===== config.mk =====
export PLATFORM = sky130hd
export DESIGN_NAME = cam_cfg_sequencer
export DESIGN_NICKNAME = d
export VERILOG_FILES = /design/src/rtl/cam_cfg_sequencer.sv
export SDC_FILE = /design/constraint.sdc
export NUM_CORES = 1
export LEC_CHECK = 0
export ABC_AREA = 1
export CAP_MARGIN = 20
export CORE_MARGIN = 3
export CORE_UTILIZATION = 30
export DETAILED_ROUTE_END_ITERATION = 10
export GPL_ROUTABILITY_DRIVEN = 0
export HOLD_SLACK_MARGIN = 0.06
export PLACE_DENSITY_LB_ADDON = 0.08
export SLEW_MARGIN = 40
export SYNTH_ARGS = -nofsm -noshare
export SYNTH_HDL_FRONTEND = slang
export SYNTH_SLANG_ARGS = --single-unit

===== constraint.sdc =====
create_clock -name i_sysclk -period 3.4 [get_ports i_sysclk]
set_clock_uncertainty 0.15 [all_clocks]
set_input_delay 0.51 -clock i_sysclk [delete_from_list [all_inputs] [get_ports i_sysclk]]
set_output_delay 0.51 -clock i_sysclk [all_outputs]
set_load 0.01 [all_outputs]

===== src/rtl/cam_cfg_sequencer.sv =====
// cam_cfg_sequencer
// Camera register configuration engine. On a one-cycle start pulse it walks
// a synchronous register ROM of {reg_addr, reg_data} entries and issues each
// write to the SCCB master over a valid/ready/done handshake. Delay entries
// stall for DELAY_CYCLES clocks, an END entry (or the last ROM location)
// finishes the sequence, and NACKed writes are re-issued up to MAX_RETRY
// times before the sequence aborts.
//
// Ports:
//   i_sysclk, i_rstn      clock and synchronous active-low reset
//   i_cfg_start           single-cycle start request (ignored while busy)
//   o_rom_addr/i_rom_data ROM read port, data valid one cycle after address
//   o_wr_valid/i_wr_ready write request handshake to the SCCB master
//   o_wr_addr/o_wr_data   register address/data, stable while valid
//   i_wr_done/i_wr_nack   end-of-transaction pulse and its NACK qualifier
//   o_cfg_busy/done/err   sequence status levels
//   o_wr_count            successful writes this sequence, saturating at 255
module cam_cfg_sequencer #(
    parameter int ROM_AW       = 8,
    parameter int DELAY_CYCLES = 1_000_000,
    parameter int MAX_RETRY    = 3
) (
    input  logic              i_sysclk,
    input  logic              i_rstn,
    input  logic              i_cfg_start,
    output logic [ROM_AW-1:0] o_rom_addr,
    input  logic [15:0]       i_rom_data,
    output logic              o_wr_valid,
    input  logic              i_wr_ready,
    output logic [7:0]        o_wr_addr,
    output logic [7:0]        o_wr_data,
    input  logic              i_wr_done,
    input  logic              i_wr_nack,
    output logic              o_cfg_busy,
    output logic              o_cfg_done,
    output logic              o_cfg_err,
    output logic [7:0]        o_wr_count
);

    localparam int DW = (DELAY_CYCLES > 1) ? $clog2(DELAY_CYCLES) : 1;
    localparam int RW = (MAX_RETRY > 0) ? $clog2(MAX_RETRY + 1) : 1;

    localparam logic [15:0] ENT_END   = 16'hFFFF;
    localparam logic [15:0] ENT_DELAY = 16'hFFF0;

    typedef enum logic [3:0] {
        S_IDLE,
        S_FETCH,
        S_LATCH,
        S_DECODE,
        S_REQ,
        S_WAIT,
        S_DELAY,
        S_DONE,
        S_ERR
    } state_t;

    state_t            state_q, state_d;
    logic [ROM_AW-1:0] rom_addr_q, rom_addr_d;
    logic [15:0]       entry_q, entry_d;
    logic              wr_valid_q, wr_valid_d;
    logic [7:0]        wr_addr_q, wr_addr_d;
    logic [7:0]        wr_data_q, wr_data_d;
    logic              busy_q, busy_d;
    logic              done_q, done_d;
    logic              err_q, err_d;
    logic [7:0]        count_q, count_d;
    logic [RW-1:0]     retry_q, retry_d;
    logic [DW-1:0]     dly_q, dly_d;
    logic              advance;

    always_ff @(posedge i_sysclk) begin
        if (!i_rstn) begin
            state_q    <= S_IDLE;
            rom_addr_q <= '0;
            entry_q    <= '0;
            wr_valid_q <= 1'b0;
            wr_addr_q  <= '0;
            wr_data_q  <= '0;
            busy_q     <= 1'b0;
            done_q     <= 1'b0;
            err_q      <= 1'b0;
            count_q    <= '0;
            retry_q    <= '0;
            dly_q      <= '0;
        end else begin
            state_q    <= state_d;
            rom_addr_q <= rom_addr_d;
            entry_q    <= entry_d;
            wr_valid_q <= wr_valid_d;
            wr_addr_q  <= wr_addr_d;
            wr_data_q  <= wr_data_d;
            busy_q     <= busy_d;
            done_q     <= done_d;
            err_q      <= err_d;
            count_q    <= count_d;
            retry_q    <= retry_d;
            dly_q      <= dly_d;
        end
    end

    always_comb begin
        state_d    = state_q;
        rom_addr_d = rom_addr_q;
        entry_d    = entry_q;
        wr_valid_d = wr_valid_q;
        wr_addr_d  = wr_addr_q;
        wr_data_d  = wr_data_q;
        busy_d     = busy_q;
        done_d     = done_q;
        err_d      = err_q;
        count_d    = count_q;
        retry_d    = retry_q;
        dly_d      = dly_q;
        advance    = 1'b0;

        case (state_q)
            S_IDLE, S_DONE, S_ERR: begin
                if (i_cfg_start) begin
                    state_d    = S_FETCH;
                    rom_addr_d = '0;
                    done_d     = 1'b0;
                    err_d      = 1'b0;
                    count_d    = '0;
                    busy_d     = 1'b1;
                end
            end
            // ROM registers the address at the end of FETCH; data is
            // captured one cycle later in LATCH.
            S_FETCH: state_d = S_LATCH;
            S_LATCH: begin
                entry_d = i_rom_data;
                state_d = S_DECODE;
            end
            S_DECODE: begin
                if (entry_q == ENT_END) begin
                    state_d = S_DONE;
                    done_d  = 1'b1;
                    busy_d  = 1'b0;
                end else if (entry_q == ENT_DELAY) begin
                    dly_d   = DW'(DELAY_CYCLES - 1);
                    state_d = S_DELAY;
                end else begin
                    wr_addr_d  = entry_q[15:8];
                    wr_data_d  = entry_q[7:0];
                    wr_valid_d = 1'b1;
                    retry_d    = '0;
                    state_d    = S_REQ;
                end
            end
            S_REQ: begin
                if (wr_valid_q && i_wr_ready) begin
                    wr_valid_d = 1'b0;
                    state_d    = S_WAIT;
                end
            end
            S_WAIT: begin
                if (i_wr_done) begin
                    if (!i_wr_nack) begin
                        if (count_q != 8'hFF) count_d = count_q + 8'd1;
                        advance = 1'b1;
                    end else if (retry_q < RW'(MAX_RETRY)) begin
                        retry_d    = retry_q + RW'(1);
                        wr_valid_d = 1'b1;
                        state_d    = S_REQ;
                    end else begin
                        state_d = S_ERR;
                        err_d   = 1'b1;
                        busy_d  = 1'b0;
                    end
                end
            end
            S_DELAY: begin
                if (dly_q == '0) advance = 1'b1;
                else             dly_d   = dly_q - DW'(1);
            end
            default: state_d = S_IDLE;
        endcase

        // Shared exit of a completed write or delay: the last ROM location
        // acts as an implicit END rather than wrapping to address 0.
        if (advance) begin
            if (rom_addr_q == '1) begin
                state_d = S_DONE;
                done_d  = 1'b1;
                busy_d  = 1'b0;
            end else begin
                rom_addr_d = rom_addr_q + ROM_AW'(1);
                state_d    = S_FETCH;
            end
        end
    end

    assign o_rom_addr = rom_addr_q;
    assign o_wr_valid = wr_valid_q;
    assign o_wr_addr  = wr_addr_q;
    assign o_wr_data  = wr_data_q;
    assign o_cfg_busy = busy_q;
    assign o_cfg_done = done_q;
    assign o_cfg_err  = err_q;
    assign o_wr_count = count_q;

endmodule


# == Word level (Yosys, flattened, before mapping) ==
# Index checks and enable logic that the tools add are counted.
# totals
ff_bits,78
inputBits,22
output_inout_bits,36
word_cells,121
# op_classes
n_addsub,4
magnitude_cmp,1
eq_ne,29
muxes,58
n_bitwise,2
n_reduce_logical,15
# ops
op,n
2-to-1 mux 8 bit,8
2-to-1 mux 20 bit,3
case mux 20 bit (2 select lines),1
"== test 16 bit, second input constant",2
case mux 4 bit (7 select lines),1
"inequality test 2 bit, second input constant",13
2-to-1 mux 1 bit,24
2-to-1 mux 4 bit,6
zero test 20 bit,1
"subtractor 20 x 1 -> 20 bit, second input constant",1
"adder 8 x 1 -> 8 bit, second input constant",2
"== test 4 x 3 -> 1 bit, second input constant",4
case mux 8 bit (2 select lines),1
AND reduction 5 bit,3
2-to-1 mux 2 bit,7
"inequality test 3 bit, second input constant",4
"== test 4 x 2 -> 1 bit, second input constant",2
"== test 8 bit, second input constant",1
"inequality test 8 bit, second input constant",1
AND reduction 7 bit,1
case mux 1 bit (2 select lines),3
case mux 1 bit (3 select lines),2
AND reduction 6 bit,1
nonzero test 2 bit,3
13 further kinds,14

# == Longest topological paths before layout ==
# Gate-level depths: netlist of run 1.
# logic_depth
ltp_word,7
depth_mapped,11

# == Worst setup path after synthesis of run 1 ==
# Ideal clock, no wire load.
# synth_path
path_type,register to register
from,register dly_q[0]
to,register dly_q[5]
arrival_time_ns,1.409
path_slack_ns,1.709
stages_incl_launch_ff,11
path_cell_list,dfxtp_1 > inv_1 > ha_1 > nand2_1 > nor2_2 > nand3_2 > nand2_2 > nand2_4 > buf_4 > o21ai_1 > a21oi_2
# synth_between
elab_chain_len,3
# synth_rtl
element,line,source
from (decl),69,"logic [DW-1:0] dly_q, dly_d;"
from (signal assigned),98,dly_q <= dly_d;
subtractor 20 x 1 -> 20 bit or zero test 20 bit (tied branches),"175, 174",
2-to-1 mux 20 bit or inequality test 2 bit (tied branches),-,
case mux 20 bit (2 select lines) or AND reduction 4 bit (tied branches),-,
# Parallel ways exist; a longest one is shown, timed or not. The select of a mux whose other input is x is not followed.
# A chain may end at the register's enable or synchronous reset.

# == Final worst setup path of run 1 ==
# layout_path
from,register state_q[3]
to,register entry_q[15]
# layout_between
elab_chain_len,1
# layout_rtl
element,line,source
from (decl),58,"state_t state_q, state_d;"
from (signal assigned),87,state_q <= state_d;
== test 4 x 2 -> 1 bit,117,case (state_q)
to (signal assigned),89,entry_q <= entry_d;
to (decl),60,"logic [15:0] entry_q, entry_d;"
# No other way between the ends.

==> metrics.md, run 1 <==
| Metric | Value |
|---|---|
| DRC viols | 0 |
| Post-Synth Simple-Gate Area | 0.399 |
| Post-synthesis cell type count | 38 |
| Outcome | finished, final reports clean |
| Initial Util | 0.311 |
| # fillers | 1490 |
| WL final | 11.3 mm |
| Clock root cell | clkbuf_16 |
| Register area share after synthesis | 0.373 |
| Critical path depth | 5 |
| Finished Core Util | 0.385 |
| Slew headroom | 0.555 |
| Fin Setup TNS | 0 ns |
| RSZ-0062 raised after global routing | false |
| P&R area growth vs syn | 23.9% |
| Vias post-DR | 4044 |
| First-pass GRT wire length | 19.2 mm |
| Rows | 42 |
| Setup CP Type | reg -> reg |
| H-tree depth | 3 |
| Fmax | 469 MHz |
| CTS max path bufs | 2 |
| P_leak | 2.05 nW |
| Synthesized area | 0.00418 mm2 |
| Vias in the first global route | 3979 |
| Count leader, synth | nand2_1 |
| Adder-Cell Fraction of Synth Area | 0.0150 |
| Hold Fails Final Rpt | 0 |
| Max stage delay on crit path | 0.64 ns |
| R2r endpoint | entry_q[15] |
| R2R setup slack | 1.27 ns |
| Power Density | 560 mW/mm2 |
| Antenna violations before repair | 0 |
| Cell count after synthesis | 628 |
| Number of buffers created by CTS | 9 |
| Synth Area in XOR/XNOR | 0.0272 |
| Crit path launch type | flip-flop |
| Count of clock tree sinks | 78 |
| Post-synth ARST share | 0 |
| CTS tree | yes |
| Max Cap Viol | 0 |
| Post-CTS Setup Repair Bufs | 0 |
| Multiplexer share of the synthesized area | 0 |
| Reg2reg start | state_q[3] |
| Period utilization | 0.628 |
| Number of port buffers | 57 |
| Tightest Hold Check Type | reg -> reg |
| I/O pins | 58 |
| GRT Total Usage | 0.160 |
| Top cells by count, synth | nand2_1, nor2_1, dfxtp_1, nand3_1, a21oi_1 |
| Most frequently used flop master after synthesis | dfxtp_1 |
| Initial detailed-routing violation count | 201 |
| CP most frequent cell | nor2_1 |
| Clk slew on worst S/H paths | 0.06 ns |
| Synth top area share | 0.373 |
| Synth Net Count | 655 |
| Setup crit end | entry_q[15] |
| Crit Path Max Fanout | 18 |
| Core ar. | 0.0135 mm2 |
| WL/cell | 13.2 um |
| Compound-Gate Fraction of Synth Area | 0.119 |
| Nets | 708 |
| Synth Warn # | 0 |
| HPWL Detailed | 8.19 mm |
| Die area | 0.0154 mm2 |
| Final Setup Violations | 0 |
| Yosys reg bits | 78 |
| Path depth of the worst reg2reg path | 5 |
| Worst-margin pin slew | 0.666 ns |
| Pin count of the biggest net entering global routing | 31 |
| Gr ovfl total | 0 |
| Post-CTS sizing | 0 |
| Fin crit period | 2.13 ns |
| Initial DRT Pass Iterations | 5 |
| CP endpoint kind | flip-flop |
| DIE HEIGHT | 124 um |
| Max VDD drop | 287 uV |
| Required @ worst endpoint | 3.54 ns |
| Crit path arrival time | 2.27 ns |
| Fin. max-slew vios | 0 |
| CP Cell Sequence | nor2_1, nand3_1, inv_1, nor2_1, nor2_1 |
| Post-CTS Hold Buffers | 0 |
| Synth area leaders | dfxtp_1, nand2_1, nor2_1, nand3_1, a21oi_1 |
| Syn_area_per_cell | 6.66 um2 |
| Buf/Inv on CP | 1 |
| Crit-path slowest cell | inv_1 |
| Die width | 124 um |
| Vias per cell | 4.69 |
| Clock Latency Late Sink | 0.35 ns |
| Critical Path Start | state_q[3] |
| Post-synth EDFFs | 0 |
| Main combinational cell family by area after synthesis | simple AND/OR/NAND/NOR gates |
| Top delay family on crit path | simple AND/OR/NAND/NOR gates |
| Ant. Diodes | 0 |
| Largest area contributor in the netlist | dfxtp_1 |
| Antenna viol nets, final | 0 |
| Share of cells above drive strength 1 | 0.0948 |
-- cell type report --
class / instances / area [um2] / area share
Multi-Input combinational cell: 486 / 2340 / 0.452
Sequential cell: 78 / 1560 / 0.301
Timing Repair Buffer: 60 / 593 / 0.114
Clock buffer: 10 / 239 / 0.0461
Tap cell: 176 / 220 / 0.0425
Inverter: 46 / 180 / 0.0348
Clock inverter: 6 / 46.3 / 0.00893
-- worst min-delay path: cells and delay by family (launching register included) --
family           cells  cell delay (ns)
flip-flops           1             0.31
AND/OR/NAND/NOR      1             0.06
AO/OA/AOI/OAI        1             0.05
-- through the flow --
stage	hold slack [ns]	setup WS [ns]	cell area (um2)	std cells	power (mW)
after floorplan	0.297	1.71	4180	628	1.73
after detailed placement	0.304	1.19	4900	846	1.99
after global placement	0.299	1.18	4900	846	1.99
after CTS	0.315	1.26	5180	862	2.94
final	0.311	1.27	5180	862	2.90
after global routing	0.336	1.02	5180	862	3.12
-- cell usage in the layout (no fill, tap or decap), types with 2 or more instances in the layout --
cell             Yosys  final
nand2_1            163    163
nor2_1             117    117
dfxtp_1             78     78
clkdlybuf4s50_1      0     57
nand3_1             48     48
a21oi_1             42     42
inv_1               37     37
o21ai_0             22     22
nand4_1             13     13
o21ai_1             11     11
a21oi_2             10     10
xor2_1              10     10
clkbuf_16            0      9
nand2_2              8      8
inv_2                7      7
nor2_2               7      7
nor3_1               5      5
ha_1                 5      5
clkinvlp_4           0      5
nor2_4               3      3
nand3b_1             3      3
xnor2_1              3      3
buf_4                5      3
nand3_2              2      2
nand2_4              2      2
inv_6                1      2
or2_2                2      2
a21boi_0             2      2
-- report_power, final --
part | switching (mW) | internal (mW) | leakage [nW]
Combinational | 0.532 | 0.303 | 1.29
Sequential | 0.0992 | 1.03 | 0.632
Clock | 0.416 | 0.517 | 0.123
Total | 1.05 | 1.85 | 2.05
-- kinds of logic after synthesis --
kind of cell | count (synthesis)
DFF | 78
buffers and inverters | 64
adders and majority gates | 5
xor gates and xnor gates | 13
and+or+nand+nor | 378
AOI/OAI and AO/OA | 90
-- per-layer routing --
| metal | part of all wire | track usage |
|---|---|---|
| met5 | 0 | 0 |
| met2 | 0.47 | 0.264 |
| met4 | 0.0053 | 0.0424 |
| met3 | 0.031 | 0.0472 |
| met1 | 0.49 | 0.204 |
-- sequential cells by signal, summed over array words and instances (netlist names) --
| register | count |
|---|---|
| o_wr_count | 8 |
| o_wr_data | 8 |
| o_cfg_busy | 1 |
| retry_q | 2 |
| o_cfg_done | 1 |
| entry_q | 16 |
| o_cfg_err | 1 |
| o_wr_valid | 1 |
| o_wr_addr | 8 |
| dly_q | 20 |
| state_q | 4 |
| o_rom_addr | 8 |
-- how the worst min path moves through the flow --
stage / startpoint / end / cells past startpoint
after floorplan: dly_q[0] / dly_q[0] / 1
after global placement: o_wr_data[7] / o_wr_data[7] / 2
after detailed placement: o_wr_data[7] / o_wr_data[7] / 2
after CTS: o_wr_data[7] / o_wr_data[7] / 2
after global routing: o_wr_addr[2] / o_wr_addr[2] / 2
final: o_wr_addr[0] / o_wr_addr[0] / 2
Power figures use the tool's default switching activity.
==> inputs of run 2 (changes only) <==
==> constraint.sdc (replaced) <==
create_clock -name i_sysclk -period 2.2 [get_ports i_sysclk]
set_clock_uncertainty 0.15 [all_clocks]
set_input_delay 0.33 -clock i_sysclk [delete_from_list [all_inputs] [get_ports i_sysclk]]
set_output_delay 0.33 -clock i_sysclk [all_outputs]
set_load 0.01 [all_outputs]
==> metrics.md, run 2 (synthesized netlist as in run 1, its figures left out) <==
| Metric | Value |
|---|---|
| Outcome | finished, final reports clean |
| Clock root cell | clkbuf_16 |
| WL/cell | 13.2 um |
| P_sw | 1.60 mW |
| Fin Setup TNS | 0 ns |
| Most common cell after layout, fill and taps aside | nand2_1 |
| DRC viols | 0 |
| Worst Hold Margin | 0.310 ns |
| Max Cap Viol | 0 |
| Crit-path slowest cell | dfxtp_1 |
| Power Density | 877 mW/mm2 |
| Setup CP Type | reg -> reg |
| Initial detailed-routing violation count | 221 |
| Share of cells above drive strength 1 | 0.101 |
| Fin crit period | 1.97 ns |
| Worst-margin pin slew | 0.517 ns |
| Placed cells | 852 |
| GRT Total Usage | 0.163 |
| Internal | 3.01 mW |
| DP Area | 0.00496 mm2 |
| P&R area growth vs syn | 25.7% |
| Gr ovfl total | 0 |
| Count of clock tree sinks | 78 |
| Clk slew on worst S/H paths | 0.06 ns |
| Crit path arrival time | 2.09 ns |
| Hold Fails Final Rpt | 0 |
| Rows | 42 |
| Number of flip-flops in the largest register | 20 |
| I/O pins | 58 |
| Tightest Hold Check Type | reg -> reg |
| WL final | 11.5 mm |
| Fin. max-slew vios | 0 |
| Die area | 0.0154 mm2 |
| Crit Path Max Fanout | 21 |
| Clock Latency Late Sink | 0.34 ns |
| Fmax | 509 MHz |
| Antenna viol nets, final | 0 |
| Crit path launch type | flip-flop |
| Vias in the first global route | 3981 |
| Die width | 124 um |
| CTS tree | yes |
| Setup Slack @ Placement | 0.191 ns |
| Nets | 714 |
| CP Cell Sequence | inv_1, ha_1, nand2_1, nor2_2, nand3_2, nand2_2, nand2_4, inv_6, nand2_1, a21oi_1 |
| First-pass GRT wire length | 19.7 mm |
| P_leak | 2.10 nW |
| Initial DRT Pass Iterations | 4 |
| CP endpoint kind | flip-flop |
| Commonest cells after routing, fill and taps aside | nand2_1, nor2_1, dfxtp_1 |
| Final worst slack | 0.234 ns |
| Antenna violations before repair | 0 |
| Period utilization | 0.894 |
| Slew headroom | 0.655 |
| Reg power frac | 0.381 |
| H-tree depth | 3 |
| Net Sw Frac | 0.347 |
| Vias post-DR | 4068 |
| Comb power frac | 0.286 |
| Clk network pwr share | 0.334 |
| HPWL Detailed | 8.26 mm |
| Finished Core Util | 0.391 |
| Post-CTS Setup Repair Bufs | 0 |
| Final non-filler cell total | 868 |
| Biggest registers after layout | dly_q (20), entry_q (16) |
| Core ar. | 0.0135 mm2 |
| Initial Util | 0.311 |
| Max stage delay on crit path | 0.33 ns |
| Pin count of the biggest net entering global routing | 45 |
| Largest reg by FF count | dly_q |
| Post-route cell area | 0.00526 mm2 |
| Post-CTS Hold Buffers | 0 |
| CP most frequent cell | nand2_1 |
| Final Setup Violations | 0 |
| Vias per cell | 4.69 |
| Number of port buffers | 57 |
| Power consumption | 4.61 mW |
| Ant. Diodes | 0 |
| Required @ worst endpoint | 2.32 ns |
| Post-CTS sizing | 0 |
| Number of buffers created by CTS | 9 |
| # fillers | 1485 |
| Max VDD drop | 472 uV |
| DIE HEIGHT | 124 um |
| CTS max path bufs | 2 |
| RSZ-0062 raised after global routing | false |
## run 2: changes by cell type in the layout (fill, tap and decap cells not counted)
cell,change
clkinvlp_4,-3
clkbuf_1,+1
clkinv_4,+1
buf_12,+1
clkinv_2,+1
inv_6,-1
buf_4,+5
bufinv_16,+1
## run 2: worst max-delay path: cells and delay by family, from the launching register on
kind,cells,cell delay (ns)
DFF,1,0.33
buffers and inverters,2,0.37
adders and majority gates,1,0.17
and+or+nand+nor,6,0.71
AOI/OAI and AO/OA,1,0.14
## run 2: power by group through the flow
stage / Combinational (mW) / Sequential [mW] / Clock (mW)
floorplan: 0.910 / 1.77 / 0
global placement: 1.32 / 1.78 / 0
detailed placement: 1.33 / 1.79 / 0
CTS: 1.33 / 1.76 / 1.59
global route: 1.52 / 1.79 / 1.66
finish: 1.32 / 1.76 / 1.54
## run 2: area by class of cell
type	count	area, um2	share of cell area
clock buffer	11	243	0.0462
clock inverter	5	58.8	0.0112
inverter	46	180	0.0343
multi-input combinational	486	2340	0.446
sequential	78	1560	0.297
tap	176	220	0.0419
timing repair buffer	66	651	0.124
## run 2: per-layer routing
| metal | GRT usage | wire (um) | part of all wire |
|---|---|---|---|
| met5 | 0 | 0 | 0 |
| met4 | 0.0602 | 180 | 0.016 |
| met3 | 0.0336 | 350 | 0.030 |
| met2 | 0.265 | 5250 | 0.46 |
| met1 | 0.214 | 5710 | 0.50 |
## run 2: path summary, 6_finish.rpt
path	from	endpoint	slack (ns)	cells past startpoint
worst min register to register	o_wr_addr[0]	o_wr_addr[0]	0.31	2
worst max register to register	dly_q[0]	dly_q[8]	0.23	10
worst max-delay path	dly_q[0]	dly_q[8]	0.23	10
worst min-delay path	o_wr_addr[0]	o_wr_addr[0]	0.31	2
